==> config.mk <==
export PLATFORM = sky130hd
export DESIGN_NAME = gemm_tile_sequencer
export DESIGN_NICKNAME = d
export VERILOG_FILES = /design/src/rtl/gemm_pkg.sv /design/src/rtl/gemm_axil_regs.sv /design/src/rtl/gemm_tile_sequencer.sv
export SDC_FILE = /design/constraint.sdc
export NUM_CORES = 2
export LEC_CHECK = 0
export ABC_AREA = 0
export CORE_MARGIN = 3
export CORE_UTILIZATION = 50
export CTS_CLUSTER_DIAMETER = 100
export DETAILED_ROUTE_END_ITERATION = 12
export PLACE_DENSITY = 0.72
export SYNTH_ARGS = -nofsm -noshare
export SYNTH_HDL_FRONTEND = slang
export SYNTH_SLANG_ARGS = --single-unit
==> constraint.sdc <==
create_clock -name clk -period 11.2 [get_ports clk]
set_clock_uncertainty 0.05 [all_clocks]
set_input_delay 2.24 -clock clk [delete_from_list [all_inputs] [get_ports clk]]
set_output_delay 2.24 -clock clk [all_outputs]
set_load 0.02 [all_outputs]
==> src/rtl/gemm_pkg.sv <==
// gemm_pkg: shared FSM states, register offsets and AXI response codes for the GEMM tile sequencer.
package gemm_pkg;
  typedef enum logic [2:0] {
    S_IDLE, S_CHECK, S_CLEAR, S_FETCH, S_WAIT, S_DRAIN, S_STORE, S_DONE
  } state_t;
  localparam logic [7:0] REG_M      = 8'h00;
  localparam logic [7:0] REG_N      = 8'h04;
  localparam logic [7:0] REG_K      = 8'h08;
  localparam logic [7:0] REG_CTRL   = 8'h0C;
  localparam logic [7:0] REG_BASE_A = 8'h10;
  localparam logic [7:0] REG_BASE_B = 8'h14;
  localparam logic [7:0] REG_BASE_C = 8'h18;
  localparam logic [7:0] REG_STATUS = 8'h1C;
  localparam logic [7:0] REG_CYCLES = 8'h20;
  localparam logic [7:0] REG_STALL  = 8'h24;
  localparam logic [7:0] REG_TILES  = 8'h28;
  localparam logic [1:0] RESP_OKAY   = 2'b00;
  localparam logic [1:0] RESP_SLVERR = 2'b10;
  function automatic logic [31:0] apply_strb(input logic [31:0] cur, input logic [31:0] data, input logic [3:0] strb);
    logic [31:0] r;
    for (int i = 0; i < 4; i++) r[8*i +: 8] = strb[i] ? data[8*i +: 8] : cur[8*i +: 8];
    return r;
  endfunction
endpackage

==> src/rtl/gemm_axil_regs.sv <==
// gemm_axil_regs: AXI4-Lite slave and register file of the GEMM tile sequencer.
// STALL/TILES registers exist only when GEMM_PERF_CNT_EN is defined.
module gemm_axil_regs import gemm_pkg::*; #(
  parameter int ADDR_WIDTH = 32,
  parameter int DIM_WIDTH  = 16
) (
  input  logic                  clk,
  input  logic                  rst_n,
  input  logic [ADDR_WIDTH-1:0] s_axi_awaddr,
  input  logic                  s_axi_awvalid,
  output logic                  s_axi_awready,
  input  logic [31:0]           s_axi_wdata,
  input  logic [3:0]            s_axi_wstrb,
  input  logic                  s_axi_wvalid,
  output logic                  s_axi_wready,
  output logic [1:0]            s_axi_bresp,
  output logic                  s_axi_bvalid,
  input  logic                  s_axi_bready,
  input  logic [ADDR_WIDTH-1:0] s_axi_araddr,
  input  logic                  s_axi_arvalid,
  output logic                  s_axi_arready,
  output logic [31:0]           s_axi_rdata,
  output logic [1:0]            s_axi_rresp,
  output logic                  s_axi_rvalid,
  input  logic                  s_axi_rready,
  output logic [DIM_WIDTH-1:0]  m,
  output logic [DIM_WIDTH-1:0]  n,
  output logic [DIM_WIDTH-1:0]  k,
  output logic [ADDR_WIDTH-1:0] base_a,
  output logic [ADDR_WIDTH-1:0] base_b,
  output logic [ADDR_WIDTH-1:0] base_c,
  output logic                  accum,
  output logic                  irq_en,
  output logic                  start,
  output logic                  abort,
  output logic                  done_clr,
  input  logic                  busy,
  input  logic                  done,
  input  logic                  err,
`ifdef GEMM_PERF_CNT_EN
  input  logic [31:0]           stall,
  input  logic [31:0]           tiles,
`endif
  input  logic [31:0]           cycles
);
  logic [7:0] wa, ra;
  logic wa_ok, ra_ok, wr_en, wr_cfg, wr_hit, wr_ok, rd_hit;
  logic [31:0] rd_val;
  assign wa = s_axi_awaddr[7:0];
  assign ra = s_axi_araddr[7:0];
  assign wa_ok = (s_axi_awaddr >> 8) == '0;
  assign ra_ok = (s_axi_araddr >> 8) == '0;
  assign s_axi_wready = s_axi_awready;
  assign wr_en = s_axi_awready && s_axi_awvalid && s_axi_wvalid;
  assign wr_cfg = wa inside {REG_M, REG_N, REG_K, REG_BASE_A, REG_BASE_B, REG_BASE_C};
  assign wr_hit = wa_ok && (wr_cfg || wa == REG_CTRL || wa == REG_STATUS || wa == REG_CYCLES);
  // Geometry and bases are frozen during a run; CTRL stays writable so abort can reach the FSM.
  assign wr_ok = wr_hit && !(wr_cfg && busy);
  always_comb begin
    rd_val = '0;
    rd_hit = ra_ok;
    case (ra)
      REG_M:      rd_val = 32'(m);
      REG_N:      rd_val = 32'(n);
      REG_K:      rd_val = 32'(k);
      REG_CTRL:   rd_val = {29'd0, irq_en, accum, 1'b0};
      REG_BASE_A: rd_val = 32'(base_a);
      REG_BASE_B: rd_val = 32'(base_b);
      REG_BASE_C: rd_val = 32'(base_c);
      REG_STATUS: rd_val = {29'd0, err, done, busy};
      REG_CYCLES: rd_val = cycles;
`ifdef GEMM_PERF_CNT_EN
      REG_STALL:  rd_val = stall;
      REG_TILES:  rd_val = tiles;
`endif
      default:    rd_hit = 1'b0;
    endcase
  end
  always_ff @(posedge clk or negedge rst_n) begin
    if (!rst_n) begin
      s_axi_awready <= 1'b0;
      s_axi_bvalid  <= 1'b0;
      s_axi_bresp   <= RESP_OKAY;
      s_axi_arready <= 1'b0;
      s_axi_rvalid  <= 1'b0;
      s_axi_rdata   <= '0;
      s_axi_rresp   <= RESP_OKAY;
      m <= DIM_WIDTH'(64);
      n <= DIM_WIDTH'(64);
      k <= DIM_WIDTH'(64);
      base_a <= '0;
      base_b <= '0;
      base_c <= '0;
      accum <= 1'b0;
      irq_en <= 1'b0;
      start <= 1'b0;
      abort <= 1'b0;
      done_clr <= 1'b0;
    end else begin
      start <= 1'b0;
      abort <= 1'b0;
      done_clr <= 1'b0;
      s_axi_awready <= s_axi_awvalid && s_axi_wvalid && !s_axi_awready && !s_axi_bvalid;
      if (s_axi_bvalid && s_axi_bready) s_axi_bvalid <= 1'b0;
      if (wr_en) begin
        s_axi_bvalid <= 1'b1;
        s_axi_bresp <= wr_ok ? RESP_OKAY : RESP_SLVERR;
        if (wr_ok)
          case (wa)
            REG_M:      m <= DIM_WIDTH'(apply_strb(32'(m), s_axi_wdata, s_axi_wstrb));
            REG_N:      n <= DIM_WIDTH'(apply_strb(32'(n), s_axi_wdata, s_axi_wstrb));
            REG_K:      k <= DIM_WIDTH'(apply_strb(32'(k), s_axi_wdata, s_axi_wstrb));
            REG_BASE_A: base_a <= ADDR_WIDTH'(apply_strb(32'(base_a), s_axi_wdata, s_axi_wstrb));
            REG_BASE_B: base_b <= ADDR_WIDTH'(apply_strb(32'(base_b), s_axi_wdata, s_axi_wstrb));
            REG_BASE_C: base_c <= ADDR_WIDTH'(apply_strb(32'(base_c), s_axi_wdata, s_axi_wstrb));
            REG_CTRL: if (s_axi_wstrb[0]) begin
              start  <= s_axi_wdata[0];
              accum  <= s_axi_wdata[1];
              irq_en <= s_axi_wdata[2];
              abort  <= s_axi_wdata[3];
            end
            REG_STATUS: done_clr <= s_axi_wstrb[0] && s_axi_wdata[1];
            default: ;
          endcase
      end
      s_axi_arready <= s_axi_arvalid && !s_axi_arready && !s_axi_rvalid;
      if (s_axi_rvalid && s_axi_rready) s_axi_rvalid <= 1'b0;
      if (s_axi_arready && s_axi_arvalid) begin
        s_axi_rvalid <= 1'b1;
        s_axi_rdata <= rd_hit ? rd_val : '0;
        s_axi_rresp <= rd_hit ? RESP_OKAY : RESP_SLVERR;
      end
    end
  end
endmodule

==> src/rtl/gemm_tile_sequencer.sv <==
// gemm_tile_sequencer: tiling FSM and address generator driving A/B fetch, PE array stepping and C stores.
// Define GEMM_PERF_CNT_EN to add the STALL and TILES performance counters.
module gemm_tile_sequencer import gemm_pkg::*; #(
  parameter int PE_ROWS    = 8,
  parameter int PE_COLS    = 8,
  parameter int ADDR_WIDTH = 32,
  parameter int DIM_WIDTH  = 16,
  parameter int ARRAY_LAT  = PE_ROWS + PE_COLS - 1,
  parameter int A_STRIDE   = 16,
  parameter int B_STRIDE   = 16,
  parameter int C_STRIDE   = 256
) (
  input  logic                  clk,
  input  logic                  rst_n,
  input  logic [ADDR_WIDTH-1:0] s_axi_awaddr,
  input  logic                  s_axi_awvalid,
  output logic                  s_axi_awready,
  input  logic [31:0]           s_axi_wdata,
  input  logic [3:0]            s_axi_wstrb,
  input  logic                  s_axi_wvalid,
  output logic                  s_axi_wready,
  output logic [1:0]            s_axi_bresp,
  output logic                  s_axi_bvalid,
  input  logic                  s_axi_bready,
  input  logic [ADDR_WIDTH-1:0] s_axi_araddr,
  input  logic                  s_axi_arvalid,
  output logic                  s_axi_arready,
  output logic [31:0]           s_axi_rdata,
  output logic [1:0]            s_axi_rresp,
  output logic                  s_axi_rvalid,
  input  logic                  s_axi_rready,
  output logic                  a_req_valid,
  input  logic                  a_req_ready,
  output logic [ADDR_WIDTH-1:0] a_req_addr,
  output logic                  b_req_valid,
  input  logic                  b_req_ready,
  output logic [ADDR_WIDTH-1:0] b_req_addr,
  input  logic                  ab_rsp_valid,
  output logic                  pe_clr,
  output logic                  pe_step,
  output logic                  c_req_valid,
  input  logic                  c_req_ready,
  output logic [ADDR_WIDTH-1:0] c_req_addr,
  output logic                  busy,
  output logic                  done,
  output logic                  irq
);
  localparam int LW = $clog2(ARRAY_LAT + 1);
  localparam logic [DIM_WIDTH-1:0] ONE = DIM_WIDTH'(1);
  logic [DIM_WIDTH-1:0] m, n, k, tm, tn, k_cnt, tiles_m, tiles_n;
  logic [ADDR_WIDTH-1:0] base_a, base_b, base_c;
  logic accum, irq_en, start, abort, done_clr, err, abort_pend, a_ok, b_ok, last_tile;
  logic [31:0] cycles;
  logic [LW-1:0] drain;
  state_t state;
`ifdef GEMM_PERF_CNT_EN
  logic [31:0] stall, tiles;
  logic stalled;
  assign stalled = (state == S_FETCH && !(a_ok && b_ok)) || (state == S_WAIT && !ab_rsp_valid) ||
                   (state == S_STORE && !c_req_ready);
`endif
  gemm_axil_regs #(.ADDR_WIDTH(ADDR_WIDTH), .DIM_WIDTH(DIM_WIDTH)) u_regs (
    .clk, .rst_n,
    .s_axi_awaddr, .s_axi_awvalid, .s_axi_awready, .s_axi_wdata, .s_axi_wstrb, .s_axi_wvalid,
    .s_axi_wready, .s_axi_bresp, .s_axi_bvalid, .s_axi_bready, .s_axi_araddr, .s_axi_arvalid,
    .s_axi_arready, .s_axi_rdata, .s_axi_rresp, .s_axi_rvalid, .s_axi_rready,
    .m, .n, .k, .base_a, .base_b, .base_c, .accum, .irq_en, .start, .abort, .done_clr,
    .busy, .done, .err,
`ifdef GEMM_PERF_CNT_EN
    .stall, .tiles,
`endif
    .cycles
  );
  assign busy = state != S_IDLE && state != S_DONE;
  assign irq = done & irq_en;
  assign a_ok = !a_req_valid || a_req_ready;
  assign b_ok = !b_req_valid || b_req_ready;
  assign last_tile = tm == tiles_m - ONE && tn == tiles_n - ONE;
  assign a_req_addr = a_req_valid ? base_a + (ADDR_WIDTH'(tm) * ADDR_WIDTH'(k) + ADDR_WIDTH'(k_cnt)) * ADDR_WIDTH'(A_STRIDE) : '0;
  assign b_req_addr = b_req_valid ? base_b + (ADDR_WIDTH'(tn) * ADDR_WIDTH'(k) + ADDR_WIDTH'(k_cnt)) * ADDR_WIDTH'(B_STRIDE) : '0;
  assign c_req_addr = c_req_valid ? base_c + (ADDR_WIDTH'(tm) * ADDR_WIDTH'(tiles_n) + ADDR_WIDTH'(tn)) * ADDR_WIDTH'(C_STRIDE) : '0;
  always_ff @(posedge clk or negedge rst_n) begin
    if (!rst_n) begin
      state <= S_IDLE;
      {a_req_valid, b_req_valid, c_req_valid, pe_clr, pe_step, done, err, abort_pend} <= '0;
      {tm, tn, k_cnt, tiles_m, tiles_n} <= '0;
      drain <= '0;
      cycles <= '0;
`ifdef GEMM_PERF_CNT_EN
      stall <= '0;
      tiles <= '0;
`endif
    end else begin
      pe_clr <= 1'b0;
      pe_step <= 1'b0;
      if (done_clr) begin
        done <= 1'b0;
        err <= 1'b0;
      end
      if (abort && busy) abort_pend <= 1'b1;
      if (busy && cycles != '1) cycles <= cycles + 32'd1;
`ifdef GEMM_PERF_CNT_EN
      if (stalled && stall != '1) stall <= stall + 32'd1;
`endif
      case (state)
        S_IDLE: if (start) begin
          state <= S_CHECK;
          cycles <= '0;
          abort_pend <= 1'b0;
`ifdef GEMM_PERF_CNT_EN
          stall <= '0;
          tiles <= '0;
`endif
        end
        S_CHECK: if (m == '0 || n == '0 || k == '0) begin
          state <= S_DONE;
          done <= 1'b1;
          err <= 1'b1;
        end else begin
          tiles_m <= DIM_WIDTH'((32'(m) + PE_ROWS - 1) / PE_ROWS);
          tiles_n <= DIM_WIDTH'((32'(n) + PE_COLS - 1) / PE_COLS);
          {tm, tn, k_cnt} <= '0;
          state <= S_CLEAR;
        end
        S_CLEAR: begin
          pe_clr <= !accum;
          if (abort_pend) begin
            state <= S_DONE;
            done <= 1'b1;
            err <= 1'b1;
          end else begin
            state <= S_FETCH;
            a_req_valid <= 1'b1;
            b_req_valid <= 1'b1;
          end
        end
        S_FETCH: begin
          if (a_req_ready) a_req_valid <= 1'b0;
          if (b_req_ready) b_req_valid <= 1'b0;
          if (a_ok && b_ok) state <= S_WAIT;
        end
        S_WAIT: if (ab_rsp_valid) begin
          pe_step <= 1'b1;
          k_cnt <= k_cnt + ONE;
          if (k_cnt + ONE == k) begin
            state <= S_DRAIN;
            drain <= '0;
          end else if (abort_pend) begin
            state <= S_DONE;
            done <= 1'b1;
            err <= 1'b1;
          end else begin
            state <= S_FETCH;
            a_req_valid <= 1'b1;
            b_req_valid <= 1'b1;
          end
        end
        S_DRAIN: if (drain == LW'(ARRAY_LAT - 1)) begin
          if (abort_pend) begin
            state <= S_DONE;
            done <= 1'b1;
            err <= 1'b1;
          end else begin
            state <= S_STORE;
            c_req_valid <= 1'b1;
          end
        end else drain <= drain + LW'(1);
        S_STORE: if (c_req_ready) begin
          c_req_valid <= 1'b0;
`ifdef GEMM_PERF_CNT_EN
          if (tiles != '1) tiles <= tiles + 32'd1;
`endif
          if (last_tile) begin
            state <= S_DONE;
            done <= 1'b1;
          end else begin
            k_cnt <= '0;
            tn <= tn == tiles_n - ONE ? '0 : tn + ONE;
            tm <= tn == tiles_n - ONE ? tm + ONE : tm;
            state <= S_CLEAR;
          end
        end
        S_DONE: state <= S_IDLE;
        default: state <= S_IDLE;
      endcase
    end
  end
endmodule

==> flow_metrics.env <==
export IMPL_run_status="complete, no violations"
export IMPL_ys_types=75
export IMPL_maxSlewHeadroom=0.203
export IMPL_weighted_congestion_at_the_end_of_routability_driven_global_placement=0.995
export IMPL_cpMostUsedCell="fa_1"
export IMPL_startpoint_type="register"
export IMPL_worst_ir_drop_vdd_mv=0.110
export IMPL_numClockSinks=310
export IMPL_setup_violations_final=0
export IMPL_met2_wirelength_mm=63.1
export IMPL_largest_net_degree_at_the_start_of_global_routing=173
export IMPL_floorplan_initialDensity=0.509
export IMPL_max_slew_worst_pin_slew_ns=1.19
export IMPL_std_cell_rows=107
export IMPL_place_area_um2=48100
export IMPL_synth_most_common_cell="inv_1"
export IMPL_floorplan_die_width_um=302
export IMPL_critical_path_slowest_cell="dfstp_4"
export IMPL_largest_family_of_logic_cells_by_synthesized_area="adder cells"
export IMPL_coreArea_um2=86100
export IMPL_clk_pin_slew_ns=0.06
export IMPL_totalWireLength_mm=140
export IMPL_finalCriticalPeriod_ns=10.95
export IMPL_syn_inst=4995
export IMPL_synth_top_flop_cell="dfrtp_1"
export IMPL_commonest_cells_in_the_synthesized_netlist="inv_1 (876), nand2_1 (593), fa_1 (581)"
export IMPL_detailed_placement_wirelength_estimate_mm=114
export IMPL_hold_path_class="reg -> reg"
export IMPL_floorplan_die_area_um2=91200
export IMPL_cts_tree="done"
export IMPL_syn_cell_area_um2=43800
export IMPL_static_leakage_power_uw=0.0247
export IMPL_cts_made_buffers=37
export IMPL_cpPeakStageDelay_ns=0.70
export IMPL_fin_area_um2=49700
export IMPL_antenna_found_initial=2
export IMPL_timing_fmax_mhz=91.3
export IMPL_routed_met1_length_mm=55.3
export IMPL_post_synth_and_or_nand_nor_area_fraction=0.180
export IMPL_drtAntennaViolNets=0
export IMPL_die_h_um=302
export IMPL_ys_async_sr_fraction=1.00
export IMPL_grt_setup_unrepaired="yes"
export IMPL_synth_compound_area_frac=0.0949
export IMPL_cts_path_max_buffers=3
export IMPL_topRoutingLayerUsed="met5"
export IMPL_htree_num_levels=2
export IMPL_criticalPathCategory="reg -> out"
export IMPL_max_cap_viol_count=0
export IMPL_layout_drive_gt1_share=0.0920
export IMPL_finish_net_count=6236
export IMPL_synthAdderAreaFrac=0.361
export IMPL_vias_per_cell=5.71
export IMPL_synth_area_leaders="fa_1 (27%), dfrtp_1 (18%), ha_1 (9.5%)"
export IMPL_post_route_worst_setup_slack_ns=0.252
export IMPL_synth_seq_cells=310
export IMPL_ioPinCount=256
export IMPL_xor_xnor_fraction_of_synth_area=0.0512
export IMPL_fill_cells=7585
export IMPL_finalCritPeriodShare=0.977
export IMPL_grt_pass1_wl_mm=219
export IMPL_worst_path_max_fanout=7
export IMPL_dp_slack_ns=0.176
export IMPL_part_of_the_yosys_area_used_for_sequential_elements=0.177
export IMPL_report_final_slew_viol_count=0
export IMPL_cts_root_buf="clkbuf_16"
export IMPL_critical_path_buf_inv_count=7
export IMPL_crit_path_end_kind="primary output"
export IMPL_regArea_um2=7790
export IMPL_cp_data_required_time_ns=8.91
export IMPL_avgSynthCellArea_um2=8.77
export IMPL_number_of_inserted_diodes=0
export IMPL_cellPowerDensity_nw_per_um2=48.9
export IMPL_multi_input_comb_area_um2=32100
export IMPL_port_buffer_count=253
export IMPL_worst_ep_arrival_time_ns=8.66
export IMPL_drtPass1Iterations=7
export IMPL_clkLatencyLatePin_ns=0.60
export IMPL_areaGrowthSynthToFinish_pct=13.4
export IMPL_number_of_remaining_drc_errors=0
export IMPL_fraction_of_the_core_area_covered_by_cells_at_the_end_of_the_flow=0.577
export IMPL_netlist_area_leader_share=0.265
export IMPL_met3_length_mm=14.4
export IMPL_critical_path_top_delay_family="adder cells"
export IMPL_cts_hold_fix_buffers=0
export IMPL_final_hold_viol_count=0
export IMPL_synth_enable_flop_cells=0
export IMPL_hold_ws_ns=0.407
export IMPL_wl_per_cell_um=21.9
export IMPL_synthMuxAreaShare=0.0396
export IMPL_synth_area_leader="fa_1"
export IMPL_vias=36500
export IMPL_grt_pass1_vias=37800
export IMPL_number_of_violations_reported_at_the_end_of_detailed_routing_iteration_0=3122
export IMPL_grt_remaining_overflow=0
export IMPL_combined_global_route_utilization_of_all_metal_layers=0.312
export IMPL_synth_warning_count=0
final cells by class:
| cell class | count | share of cell area |
|---|---|---|
| clock buffers | 48 | 0.0203 |
| inverters | 879 | 0.0664 |
| clock inverters | 17 | 0.00380 |
| well taps | 1144 | 0.0288 |
| flip-flops and latches | 310 | 0.157 |
| multi-input cells | 3563 | 0.646 |
| repair buffers | 420 | 0.0776 |
final timing paths:
check	from	end	slack (ns)	cells after the start
hold / removal	u_regs.s_axi_bvalid	u_regs.s_axi_awready	0.41	1
setup reg to reg	tiles_n[8]	tm[13]	5.88	11
min in group asynchronous	rst_n	cycles[22]	1.60	1
max in group asynchronous	rst_n	u_regs.k[9]	7.98	2
setup / recovery	u_regs.k[6]	a_req_addr[26]	0.25	31
hold reg to reg	u_regs.s_axi_bvalid	u_regs.s_axi_awready	0.41	1
metrics by stage:
stage	TNS (ns)	power, µW	instances
after CTS	0	2440	6372
after floorplan	0	1160	4996
after detailed placement	0	1250	6307
after global routing	-0.147	2490	6381
after global placement	0	1250	6307
final	0	2430	6381
state kept, by name (all words and copies together) (netlist names), 4 cells and up:
name / flops
tiles_m: 14
u_regs.k: 16
u_regs.s_axi_rdata: 32
tm: 16
u_regs.m: 16
drain: 4
cycles: 32
u_regs.base_a: 32
tiles_n: 14
tn: 16
u_regs.n: 16
u_regs.base_c: 32
u_regs.base_b: 32
k_cnt: 16
worst reg2reg max path, stage by stage, from the launching register on:
cell       delay, ns
dfrtp_1         0.70
buf_4           0.33
or4_1           0.64
or3_1           0.41
a2111o_1        0.42
a221oi_2        0.27
o2111ai_1       0.17
a211oi_2        0.73
a21o_1          0.72
nand3_4         0.20
or4_1           0.52
nand2_1         0.11
where the power goes:
part | internal, µW | leakage (µW) | switching [µW]
logic | 46.2 | 0.0200 | 63.8
clock network | 651 | 0.000568 | 545
registers | 1120 | 0.00414 | 2.48
total | 1820 | 0.0247 | 611
cells in the final DEF, fill, tap and decap left out, types with 24 or more instances in the layout:
| cell type | n |
|---|---|
| nand4_1 | 30 |
| xnor2_1 | 158 |
| clkbuf_16 | 37 |
| a22o_1 | 38 |
| o21ai_0 | 130 |
| fa_1 | 581 |
| buf_4 | 158 |
| nor2_1 | 246 |
| a22oi_1 | 63 |
| or3_1 | 30 |
| and2_1 | 351 |
| nand3_1 | 88 |
| nand2b_1 | 37 |
| xor2_1 | 89 |
| mux2_2 | 146 |
| ha_1 | 328 |
| nand2_1 | 593 |
| a21o_1 | 36 |
| dfrtp_1 | 285 |
| o21a_1 | 28 |
| clkdlybuf4s50_1 | 234 |
| nor3_1 | 72 |
| a21oi_1 | 134 |
| a211oi_1 | 24 |
| and3_1 | 34 |
| inv_1 | 876 |
| nor4_1 | 36 |
cell families after synthesis:
kind of cell	count (synthesis)
adders and majority gates	914
xor gates and xnor gates	256
and+or+nand+nor	1612
buffers and inverters	1123
AOI/OAI and AO/OA	624
DFF	310
other	1
muxes	155
what timing repair did:
action / 4_1_cts / 5_1_grt
buffers inserted: 0 / 9
pin swaps: 1 / 12
endpoints found under the setup margin: 18 / 28
resized for setup: 24 / 102
metal layers:
metal,GRT usage,up-vias
met5,0,-
met4,0.133,2
met3,0.0803,330
met2,0.494,1640
met1,0.408,18200
li1,-,16300
No activity file was read; power rests on OpenSTA's default activity.
